### src/rtl/pc_fetch_unit_pkg.sv
// Shared definitions for the PC fetch stage: FSM state encodings,
// instruction size and the default reset PC.
package pc_fetch_unit_pkg;

  typedef enum logic [1:0] {
    ST_RUN  = 2'b00,
    ST_HALT = 2'b01,
    ST_TRAP = 2'b10
  } state_e;

  localparam int unsigned INST_BYTES = 4;

  localparam logic [31:0] RESET_PC_DEFAULT = 32'h0000_0000;

endpackage

### src/rtl/pc_fetch_unit_next_pc_calc.sv
// Combinational next-PC computation: sequential, branch, jump and
// jump-register targets plus the fixed priority mux jr > jump > branch > pc+4.
module next_pc_calc
  import pc_fetch_unit_pkg::*;
(
  input  logic [31:0] pc_i,
  input  logic        branch_taken_i,
  input  logic        jump_i,
  input  logic        jr_i,
  input  logic [15:0] imm16_i,
  input  logic [25:0] addr26_i,
  input  logic [31:0] jr_target_i,
  output logic [31:0] pc_plus4_o,
  output logic [31:0] next_pc_o
);

  logic [31:0] branch_tgt;
  logic [31:0] jump_tgt;

  assign pc_plus4_o = pc_i + 32'(INST_BYTES);
  // Word offset, sign-extended and scaled to bytes; addition wraps mod 2^32.
  assign branch_tgt = pc_plus4_o + {{14{imm16_i[15]}}, imm16_i, 2'b00};
  // Jump stays within the 256 MB region of the delay-slot address.
  assign jump_tgt   = {pc_plus4_o[31:28], addr26_i, 2'b00};

  // Priority select of the next fetch address.
  always_comb begin
    next_pc_o = pc_plus4_o;
    if (jr_i)                next_pc_o = jr_target_i;
    else if (jump_i)         next_pc_o = jump_tgt;
    else if (branch_taken_i) next_pc_o = branch_tgt;
  end

endmodule

### src/rtl/pc_fetch_unit.sv
// PC register, run/halt/trap FSM and retired-instruction counter.
// Optional build macro: DELAY_SLOT_EN (one architectural delay slot after
// every taken redirect). Without it redirects land on the next edge.
module pc_fetch_unit
  import pc_fetch_unit_pkg::*;
#(
  parameter logic [31:0] RESET_PC = RESET_PC_DEFAULT,
  parameter int          CNT_W    = 32
) (
  input  logic             clk,
  input  logic             rst_n,
  input  logic             stall,
  input  logic             halt,
  input  logic             branch_taken,
  input  logic             jump,
  input  logic             jr,
  input  logic [15:0]      imm16,
  input  logic [25:0]      addr26,
  input  logic [31:0]      jr_target,
  output logic [31:0]      pc,
  output logic [31:0]      pc_plus4,
  output logic [1:0]       state,
  output logic             addr_err,
  output logic [CNT_W-1:0] inst_count
);

  state_e             state_q, state_d;
  logic [31:0]        pc_q, pc_d;
  logic               err_q, err_d;
  logic [CNT_W-1:0]   cnt_q, cnt_d;
  logic [31:0]        next_pc;
  logic               jr_misaligned;

`ifdef DELAY_SLOT_EN
  logic               pend_q, pend_d;
  logic [31:0]        pend_tgt_q, pend_tgt_d;
`endif

  next_pc_calc u_next_pc_calc (
    .pc_i           (pc_q),
    .branch_taken_i (branch_taken),
    .jump_i         (jump),
    .jr_i           (jr),
    .imm16_i        (imm16),
    .addr26_i       (addr26),
    .jr_target_i    (jr_target),
    .pc_plus4_o     (pc_plus4),
    .next_pc_o      (next_pc)
  );

  assign jr_misaligned = jr && (jr_target[1:0] != 2'b00);

  // Next-state logic: everything holds unless RUN advances, halts or traps.
  always_comb begin
    state_d = state_q;
    pc_d    = pc_q;
    err_d   = err_q;
    cnt_d   = cnt_q;
`ifdef DELAY_SLOT_EN
    pend_d     = pend_q;
    pend_tgt_d = pend_tgt_q;
`endif
    if (state_q == ST_RUN) begin
      if (halt) begin
        // The halt instruction itself retires.
        state_d = ST_HALT;
        cnt_d   = cnt_q + CNT_W'(1);
`ifdef DELAY_SLOT_EN
        pend_d  = 1'b0;
`endif
      end else if (!stall) begin
`ifdef DELAY_SLOT_EN
        if (pend_q) begin
          // Delay slot done: redirect inputs are ignored, land on the target.
          pc_d   = pend_tgt_q;
          pend_d = 1'b0;
          cnt_d  = cnt_q + CNT_W'(1);
        end else if (jr_misaligned) begin
          state_d = ST_TRAP;
          err_d   = 1'b1;
          pend_d  = 1'b0;
        end else begin
          if (jr || jump || branch_taken) begin
            pend_d     = 1'b1;
            pend_tgt_d = next_pc;
          end
          pc_d  = pc_plus4;
          cnt_d = cnt_q + CNT_W'(1);
        end
`else
        if (jr_misaligned) begin
          state_d = ST_TRAP;
          err_d   = 1'b1;
        end else begin
          pc_d  = next_pc;
          cnt_d = cnt_q + CNT_W'(1);
        end
`endif
      end
    end
  end

  // State registers with asynchronous reset; reset also drops any pending redirect.
  always_ff @(posedge clk or negedge rst_n) begin
    if (!rst_n) begin
      state_q    <= ST_RUN;
      pc_q       <= RESET_PC;
      err_q      <= 1'b0;
      cnt_q      <= '0;
`ifdef DELAY_SLOT_EN
      pend_q     <= 1'b0;
      pend_tgt_q <= '0;
`endif
    end else begin
      state_q    <= state_d;
      pc_q       <= pc_d;
      err_q      <= err_d;
      cnt_q      <= cnt_d;
`ifdef DELAY_SLOT_EN
      pend_q     <= pend_d;
      pend_tgt_q <= pend_tgt_d;
`endif
    end
  end

  assign pc         = pc_q;
  assign state      = state_q;
  assign addr_err   = err_q;
  assign inst_count = cnt_q;

endmodule

### config.mk
export PLATFORM = sky130hd
export DESIGN_NAME = pc_fetch_unit
export DESIGN_NICKNAME = d
export VERILOG_FILES = /design/src/rtl/pc_fetch_unit_pkg.sv /design/src/rtl/pc_fetch_unit_next_pc_calc.sv /design/src/rtl/pc_fetch_unit.sv
export SDC_FILE = /design/constraint.sdc
export NUM_CORES = 1
export LEC_CHECK = 0
export BUFFER_PORTS_ARGS = -buffer_cell sky130_fd_sc_hd__buf_2
export CORE_ASPECT_RATIO = 0.8
export CORE_MARGIN = 2
export CORE_UTILIZATION = 48
export DETAILED_ROUTE_END_ITERATION = 16
export PLACE_DENSITY_LB_ADDON = 0.1
export SYNTH_ARGS = -nofsm -noshare
export SYNTH_HDL_FRONTEND = slang
export SYNTH_HIERARCHICAL = 1
export SYNTH_SLANG_ARGS = --single-unit
### constraint.sdc
create_clock -name clk -period 4 [get_ports clk]
set_input_delay 1 -clock clk [delete_from_list [all_inputs] [get_ports clk]]
set_output_delay 1 -clock clk [all_outputs]
set_load 0.01 [all_outputs]
==> impl_metrics.toml, run 1 <==
[routing]
routed_wl_um = 18300
viasPerCell = 5.74
drc_errors = 0
ant_nets = 0
post_drt_wl_per_cell_um = 17.4
num_vias = 6043
drtPass1Iterations = 5
drt_iter0_markers = 478

[floorplanning]
design.die.area_um2 = 13000
coreArea_um2 = 11600
rows = 35
io_pins = 180
fp.dieW_um = 127
initial_core_util_pct = 49.9
die-height_um = 102

[clock_tree]
tritoncts = "done"
clkLatencyLatePin_ns = 0.33
cts.sinks = 67
clk_pin_slew_ns = 0.06
clock_path_buffers = 2
root_buffer = "clkbuf_16"
cts_max_level = 3
numCtsBuffers = 9

[sta]
fin_crit_ns = 3.86
fin_hold_ws_ns = 0.473
final_max_slew_viol_count = 0
skew_ns = 0.0119
fin_tns_setup_ns = 0
rsz0062_at_grt = "true"
post-route-period-util_pct = 96.5
setup_viol_count_final = 0
slew_headroom_pct = 48.9
hold_violations = 0
tightest_slew_ns = 0.767
max_freq_ghz = 0.259

[layout]
final_layout_size_suffix_gt1_share_pct = 36.8
fin_area_um2 = 7630
antenna_cells = 0
fillers = 1028
fin_util_pct = 65.5
fin_nets = 1018
area_growth_pct = 31.3

[yosys]
syn_nets = 794
synth_cell_types = 64
synth_common_cells = "nand2_1 (69), dfrtp_1 (67), nor2_1 (46)"
synth_edf_count = 0
synth_cells = 675
ys_ff_latch = 67
synth_top_area_share_pct = 28.8
synthTopCellsByArea = "dfrtp_1 (29%), mux2_2 (8.5%), ha_1 (8.0%), xor2_1 (6.5%), xnor2_1 (5.4%)"
ys_async_sr_fraction_pct = 100
yosys_most_used_dff = "dfrtp_1"
seq_area_frac_synth_pct = 28.8
synth.most_common_cell = "nand2_1"
syn-cell-area_um2 = 5810
yosysTopAreaCell = "dfrtp_1"
yosysWarnings = 6
syn_area_per_cell_um2 = 8.61

[worst_setup_path]
ff2ff_path_depth = 15
r2r-start = "pc[3]"
critPathKind = "reg2reg"
path_max_fanout = 6
endpoint = "pc[30]"
crit_arrival_ns = 4.07
reg2reg_slack_ns = 0.14
worstPathRequired_ns = 4.21
critPathCaptureType = "register"
startpoint = "pc[3]"
r2r_end = "pc[30]"
start_kind = "register"

[place]
port_buffers = 179
place.detailed.hpwl_um = 14000
placed_area_um2 = 7230
routabilityCongestion = 0.938

[power_and_ir_drop]
powerDensity_nw_per_um2 = 260
worst_ir_drop_vdd_uv = 198
finalPower_mw = 1.99
power_leakage_nw = 4.07

[min_path]
hold_path_class = "reg2reg"

[global_routing]
track_usage_pct = 28.0
grt_pass1_wl_um = 29000
grt-ovfl-total = 0
grt_pass1_vias = 5847
antenna_found_initial = 0
grt_max_degree = 38

[outcome]
status = "finished clean"

[flow_run]
cap_violations = 0
## final cells by class
cell class	instances	area [um2]	share of cell area [%]
Multi-Input combinational cell	544	3970	52.1
Timing Repair Buffer	239	1350	17.6
Clock inverter	7	80.1	1.05
Clock buffer	9	225	2.95
Sequential cell	67	1680	22.0
Tap cell	148	185	2.43
Inverter	38	143	1.87
## layout by cell type (no fill, tap or decap), drive strengths merged, types with 5 or more instances in the layout
cell type	n
buf	239
nand2	69
dfrtp	67
nor2	46
mux2	44
xor2	43
inv	41
o21ai	38
xnor2	37
ha	37
a21oi	31
nor3	26
nand3	24
a21o	11
mux2i	11
nand4	10
nor4	10
clkbuf	9
o22ai	9
and3	8
and2	7
o21a	7
a211oi	7
o21bai	6
o211ai	5
a31oi	5
o31ai	5
## metal layers
| metal | global-route usage, % | up-vias | routed length, um |
|---|---|---|---|
| li1 | - | 2866 | - |
| met1 | 39.1 | 2898 | 8430 |
| met2 | 44.7 | 263 | 8290 |
| met3 | 6.44 | 16 | 1450 |
| met4 | 6.09 | 0 | 152 |
| met5 | 0 | - | 0 |
## cells by family (layout without fill, tap and decap cells)
kind of cell / count (synthesis) / after routing / share of synthesized area [%]
muxes: 55 / 55 / 10.4
xor gates and xnor gates: 80 / 80 / 12.2
DFF: 67 / 67 / 28.8
adders and majority gates: 38 / 38 / 8.31
and+or+nand+nor: 223 / 223 / 19.3
buffers and inverters: 64 / 293 / 4.54
AOI/OAI and AO/OA: 148 / 148 / 16.4
## stage by stage
| stage | setup WS [ns] | std cells |
|---|---|---|
| 4_1_cts | 0.0277 | 1050 |
| 3_3_place_gp | 0.0168 | 1034 |
| 2_1_floorplan | 0.00827 | 675 |
| 6_report | 0.141 | 1052 |
| 5_1_grt | -0.0139 | 1052 |
| 3_5_place_dp | -0.0722 | 1034 |
## worst min path at each step
stage               slack (ns)        endpoint  depth (start not counted)            from
floorplan                 0.49        addr_err                          1        addr_err
CTS                       0.47        addr_err                          1        addr_err
finish                    0.47  inst_count[31]                          1  inst_count[31]
detailed placement        0.45        addr_err                          1        addr_err
global route              0.48  inst_count[31]                          1  inst_count[31]
global placement          0.46  inst_count[31]                          1  inst_count[31]
## state kept, by name (all words and copies together), names as in the netlist
signal / count
addr_err: 1
inst_count: 32
pc: 32
state: 2
## worst max-delay path, cell delays in order (launching register included)
cell and delay (ns):
dfrtp_1 0.36, ha_2 0.18, nand2_1 0.07, or4_4 0.57
or4_4 0.63, xnor2_4 0.20, ha_2 0.35, buf_4 0.16
a21o_1 0.16, a21oi_2 0.16, o21ai_0 0.11, a31oi_1 0.15
o211ai_1 0.11, mux2_2 0.23, nor2_1 0.04, mux2_2 0.25
## where the power goes
group / internal (mW) / switching (mW)
combinational: 0.205 / 0.246
sequential: 0.689 / 0.0147
clock: 0.493 / 0.337
## timing repair
item / in CTS / in global routing
gates resized for setup: 1 / 22
pin swaps: 1 / 8
setup endpoints to repair: 1 / 13
setup buffers: 0 / 2
cloned: 0 / 0
hold buffers: 0 / 0
No activity file was read; power rests on OpenSTA's default activity.
==> inputs of run 2 (changes only) <==
--- a/config.mk
+++ b/config.mk
@@ -5,7 +5,7 @@
 export SDC_FILE = /design/constraint.sdc
 export NUM_CORES = 1
 export LEC_CHECK = 0
-export BUFFER_PORTS_ARGS = -buffer_cell sky130_fd_sc_hd__buf_2
+export BUFFER_PORTS_ARGS = -buffer_cell sky130_fd_sc_hd__buf_4
 export CORE_ASPECT_RATIO = 0.8
 export CORE_MARGIN = 2
 export CORE_UTILIZATION = 48
==> run 2 against run 1 <==
Register-to-register slack better by 0.05 ns. Worst setup slack improved by 0.048 ns. Maximum frequency rose by 1.2%. Clock power is 9.2% higher. Combinational power rose by 6.9%. Critical endpoint is now pc[21]. Utilization up 3.7 points. Sequential cell count stayed put. Cell count shrank 0.57%. Design area rose by 5.6%. Clock skew fell by 0.0013 ns. Count of clock-buffer cells in the layout rose by 1.
==> impl_metrics.toml, run 2 (same netlist as run 1, synthesis figures left out) <==
[routing]
drt_iter0_markers = 382
topRoutingLayerUsed = "met4"
drt-met1-wl_um = 8460
routed_wl_um = 18700
num_vias = 5975
post_drt_wl_per_cell_um = 17.9
viasPerCell = 5.71
dr_wl_met2_um = 8530
drtPass1Iterations = 5
met3_length_um = 1420
ant_nets = 0
drc_errors = 0

[layout]
fin_util_pct = 69.2
final_layout_size_suffix_gt1_share_pct = 36.3
final_common_cell = "buf_4"
fin_nets = 1012
antenna_cells = 0
area_growth_pct = 38.6
fillers = 980
mostFrequentLayoutCells = "buf_4 (233), nand2_1 (69), dfrtp_1 (66)"

[global_routing]
track_usage_pct = 28.5
antenna_found_initial = 0
grt_pass1_wl_um = 29000
grt_max_degree = 68
grt_pass1_vias = 5763
grt-ovfl-total = 0

[worst_setup_path]
slowest_stage = "a2111oi_0"
path_max_fanout = 4
path_buf_inv = 2
critPathCaptureType = "register"
crit_arrival_ns = 4.09
start_kind = "register"
path_cells = "ha_2 > nand2_1 > buf_4 > nor2_1 > nand3_1 > xnor2_1 > ha_1 > a2111oi_1 > o21ai_0 > a22oi_1 > buf_4 > o21a_1 > nor2b_1 > xnor2_1 > a2111oi_0 > a221o_1 > mux2_2"
max_stage_delay_ns = 0.51
crit_family = "compound AO/OA/AOI/OAI gates"
critPathKind = "reg2reg"
worstPathRequired_ns = 4.28

[sta]
setup_viol_count_final = 0
rsz0062_at_grt = "true"
fin_crit_ns = 3.81
post-route-period-util_pct = 95.3
final_max_slew_viol_count = 0
tightest_slew_ns = 0.894
hold_violations = 0
max_freq_ghz = 0.262
fin_hold_ws_ns = 0.471
slew_headroom_pct = 40.4
skew_ns = 0.0106

[clock_tree]
clkLatencyLatePin_ns = 0.34
clock_path_buffers = 2
clk_pin_slew_ns = 0.06
root_buffer = "clkbuf_16"
cts.sinks = 67
cts_max_level = 3
hold_buffers = 0
numCtsBuffers = 9
tritoncts = "done"

[power_and_ir_drop]
worst_ir_drop_vdd_uv = 197
p_int_mw = 1.49
p_clk_share_pct = 43.3
finalPower_mw = 2.09
powerDensity_nw_per_um2 = 260
switching_share_pct = 28.6
seqPwrFrac_pct = 33.6
combPwrFrac_pct = 23.0
switchingPower_uw = 599
power_leakage_nw = 4.15

[floorplanning]
io_pins = 180
design.die.area_um2 = 13000
fp.dieW_um = 127
coreArea_um2 = 11600
rows = 35
initial_core_util_pct = 49.9
die-height_um = 102

[place]
place.detailed.hpwl_um = 13900
routabilityCongestion = 0.929
port_buffers = 179

[flow_run]
cap_violations = 0

[min_path]
hold_path_class = "reg2reg"

[outcome]
status = "finished clean"
-- run 2: cell types whose count changed in the layout (fill, tap and decap cells not counted), moves of 2 or more --
cell | before | now
a21oi_1 | 29 | 31
a21oi_2 | 2 | 0
buf_2 | 179 | 0
buf_4 | 60 | 233
clkinv_4 | 0 | 2
ha_1 | 33 | 35
ha_2 | 3 | 1
o21ai_1 | 5 | 3
o31ai_1 | 5 | 3
o31ai_2 | 0 | 2
-- run 2: what timing repair did --
item	4_1_cts	5_1_grt
gates cloned	0	0
endpoints found under the setup margin	3	13
pin swaps	0	7
gates resized for setup	2	18
setup buffers	0	2
-- run 2: final timing paths --
| path | depth (start not counted) | slack [ns] | endpoint | startpoint |
|---|---|---|---|---|
| worst max-delay path | 17 | 0.19 | pc[21] | pc[2] |
| worst min-delay path | 1 | 0.47 | addr_err | addr_err |
| worst max register to register | 17 | 0.19 | pc[21] | pc[2] |
| worst min register to register | 1 | 0.47 | addr_err | addr_err |
| max in group asynchronous | 1 | 2.58 | pc[2] | rst_n |
| min in group asynchronous | 1 | 0.80 | inst_count[9] | rst_n |
-- run 2: layout make-up --
cell class / count / area [um2] / share of cell area (%)
Clock buffer: 10 / 239 / 2.97
Timing Repair Buffer: 233 / 1750 / 21.7
Multi-Input combinational cell: 544 / 3970 / 49.2
Sequential cell: 67 / 1680 / 20.8
Inverter: 38 / 143 / 1.77
Clock inverter: 6 / 95.1 / 1.18
Tap cell: 148 / 185 / 2.30
-- run 2: routing by layer --
metal,global-route usage (%),up-vias
li1,-,2861
met2,46.8,265
met3,6.23,25
met4,7.86,0
met1,38.4,2824
met5,0,-
-- run 2: power groups by stage --
stage          Sequential (mW)  Clock (mW)  Combinational (mW)
2_1_floorplan            0.720           0               0.244
3_3_place_gp             0.715           0               0.457
3_5_place_dp             0.716           0               0.465
4_1_cts                  0.703       0.920               0.469
5_1_grt                  0.705       0.947               0.525
6_report                 0.704       0.906               0.482
-- run 2: metrics by stage --
step	std cells	cell area, um2	TNS, ns	setup slack, ns
6_report	1046	8060	0	0.188
5_1_grt	1046	8060	-0.0237	-0.0125
4_1_cts	1044	7970	0	0.0283
3_5_place_dp	1028	7630	-0.195	-0.109
3_3_place_gp	1028	7630	0	0.0478
2_1_floorplan	675	5830	0	0.00827
==> inputs of run 3 (changes only) <==
--- a/config.mk
+++ b/config.mk
@@ -5,10 +5,11 @@
 export SDC_FILE = /design/constraint.sdc
 export NUM_CORES = 1
 export LEC_CHECK = 0
+export ABC_AREA = 1
 export BUFFER_PORTS_ARGS = -buffer_cell sky130_fd_sc_hd__buf_4
-export CORE_ASPECT_RATIO = 0.8
+export CORE_ASPECT_RATIO = 1.2
 export CORE_MARGIN = 2
-export CORE_UTILIZATION = 48
+export CORE_UTILIZATION = 50
 export DETAILED_ROUTE_END_ITERATION = 16
 export PLACE_DENSITY_LB_ADDON = 0.1
 export SYNTH_ARGS = -nofsm -noshare
==> run 3 against run 2 <==
Worst hold slack got worse by 0.010 ns. First-iteration DRC count rose by 140%. Critical endpoint is now pc[30]. Sequential cell count did not move. Largest power group is now combinational logic. Design area rose by 13%. Global-route usage rose by 4.7 points.
==> impl_metrics.toml, run 3 <==
[place]
routabilityCongestion = 1.07
port_buffers = 179
placed_cells = 1579
place.detailed.hpwl_um = 21100
pre_cts_slack_ns = 0.424
placed_area_um2 = 8850

[global_routing]
grtUsageMet2_pct = 58.9
busiest_layer = "met2"
use_met1_pct = 40.4
grt_util_met3_pct = 4.30
grt-ovfl-total = 0
track_usage_pct = 33.2
grt_pass1_vias = 7836
antenna_found_initial = 0
grt_pass1_wl_um = 40400
grt_max_degree = 68

[yosys]
synthTopCellsByArea = "dfrtp_1 (23%), nand2_1 (21%), inv_1 (11%), nor2_1 (7.1%), ha_1 (6.3%)"
seq_area_frac_synth_pct = 22.7
synth_cell_types = 41
synth_common_cells = "nand2_1 (419), inv_1 (220), nor2_1 (139)"
yosysWarnings = 6
synth.most_common_cell = "nand2_1"
ys_async_sr_fraction_pct = 100
synth_top_area_share_pct = 22.7
yosys_most_used_dff = "dfrtp_1"
synth_cells = 1243
syn-cell-area_um2 = 7380
ys_ff_latch = 67
syn_nets = 1362
synth_edf_count = 0
syn_area_per_cell_um2 = 5.94
yosysTopAreaCell = "dfrtp_1"

[sta]
fin_crit_ns = 3.67
hold_violations = 0
fin_tns_setup_ns = 0
rsz0062_at_grt = "false"
tightest_slew_ns = 0.950
setup_viol_count_final = 0
slew_headroom_pct = 36.5
post-route-period-util_pct = 91.6
skew_ns = 0.00792
final_max_slew_viol_count = 0
max_freq_ghz = 0.273
fin_hold_ws_ns = 0.461
setup_ws_ns = 0.334

[layout]
final_layout_size_suffix_gt1_share_pct = 18.0
final_common_cell = "nand2_1"
antenna_cells = 0
fin_util_pct = 63.4
mostFrequentLayoutCells = "nand2_1 (419), inv_1 (220), buf_4 (183)"
fin_area_um2 = 9140
fillers = 1457
area_growth_pct = 23.9
fin_cells = 1594
fin_nets = 1534

[min_path]
min_from = "addr_err"
hold_path_class = "reg2reg"

[worst_setup_path]
critPathCaptureType = "register"
worstPathRequired_ns = 4.21
r2r-start = "pc[2]"
startpoint = "pc[2]"
critPathKind = "reg2reg"
start_kind = "register"
path_max_fanout = 6
crit_arrival_ns = 3.88

[clock_tree]
clkLatencyLatePin_ns = 0.33
numCtsBuffers = 9
root_buffer = "clkbuf_16"
cts.sinks = 67
cts_setup_buffers = 0
hold_buffers = 0
tritoncts = "done"
clk_pin_slew_ns = 0.05
post_cts_resized = 0
clock_path_buffers = 2
cts_max_level = 3

[outcome]
status = "finished clean"

[floorplanning]
io_pins = 180
design.die.area_um2 = 15700
rows = 48
coreArea_um2 = 14400
initial_core_util_pct = 51.2
fp.dieW_um = 115
die-height_um = 137

[routing]
post_drt_wl_per_cell_um = 16.5
routed_wl_um = 26400
drc_errors = 0
drtPass1Iterations = 6
ant_nets = 0
num_vias = 8592
drt_iter0_markers = 933
viasPerCell = 5.39

[power_and_ir_drop]
p_clk_share_pct = 30.1
seqPwrFrac_pct = 27.5
switchingPower_mw = 1.03
combPwrFrac_pct = 42.3
powerDensity_nw_per_um2 = 289
switching_share_pct = 39.0
worst_ir_drop_vdd_uv = 272
p_int_mw = 1.61
finalPower_mw = 2.64
power_leakage_nw = 5.10

[flow_run]
cap_violations = 0
run 3: cell count changes after synthesis, sizes merged, moves of 21 or more:
cell,previous run,this run
nand4,10,31
mux2,44,0
nor2,46,148
a21oi,31,62
xnor2,37,11
nand3,24,68
inv,37,222
nand2,69,427
run 3: area by class of cell:
type,instances,area (um2),area share [%]
clock buffers,13,260,2.85
clock inverters,2,35.0,0.383
inverters,224,841,9.20
multi-input cells,929,4720,51.6
flip-flops and latches,67,1680,18.3
well taps,175,219,2.39
repair buffers,184,1390,15.2
run 3: power groups by stage:
stage / Clock (mW) / Combinational (mW) / Sequential, mW
global placement: 0 / 1.08 / 0.738
finish: 0.796 / 1.12 / 0.727
CTS: 0.806 / 1.09 / 0.727
floorplan: 0 / 0.677 / 0.738
global route: 0.836 / 1.22 / 0.730
detailed placement: 0 / 1.08 / 0.739
run 3: final timing paths:
kind / endpoint / slack (ns) / depth (start not counted)
max: pc[30] / 0.33 / 18
min in group asynchronous: pc[13] / 0.79 / 1
max reg2reg: pc[30] / 0.33 / 18
min reg2reg: addr_err / 0.46 / 2
min: addr_err / 0.46 / 2
max in group asynchronous: pc[24] / 2.63 / 1
run 3: worst max-delay path, stage by stage (launching register included):
cell	delay (ns)
dfrtp_1	0.43
ha_1	0.31
inv_1	0.12
nor3_4	0.21
nand2_1	0.17
xor2_1	0.23
inv_1	0.16
ha_1	0.39
nand2_1	0.13
nor2_1	0.20
inv_1	0.08
nor3_1	0.43
o21ai_0	0.21
nand3_1	0.12
nand3_1	0.08
nand3_1	0.10
nand2_1	0.06
nand2_1	0.07
o21ai_2	0.05
run 3: routing by layer:
metal	wire [um]	part of all wire, %	up-vias
met5	0	0	-
met4	1010	3.8	0
met3	1710	6.5	64
met2	13200	50	380
met1	10500	40	3922
li1	-	-	4226
run 3: logic make-up after synthesis:
group                    share of synthesized area [%]
AO/OA/AOI/OAI                                     12.3
XOR/XNOR                                          4.27
adder cells (fa/ha/maj)                           6.55
buffers and inverters                             13.3
flip-flops                                        22.7
AND/OR/NAND/NOR                                   40.9
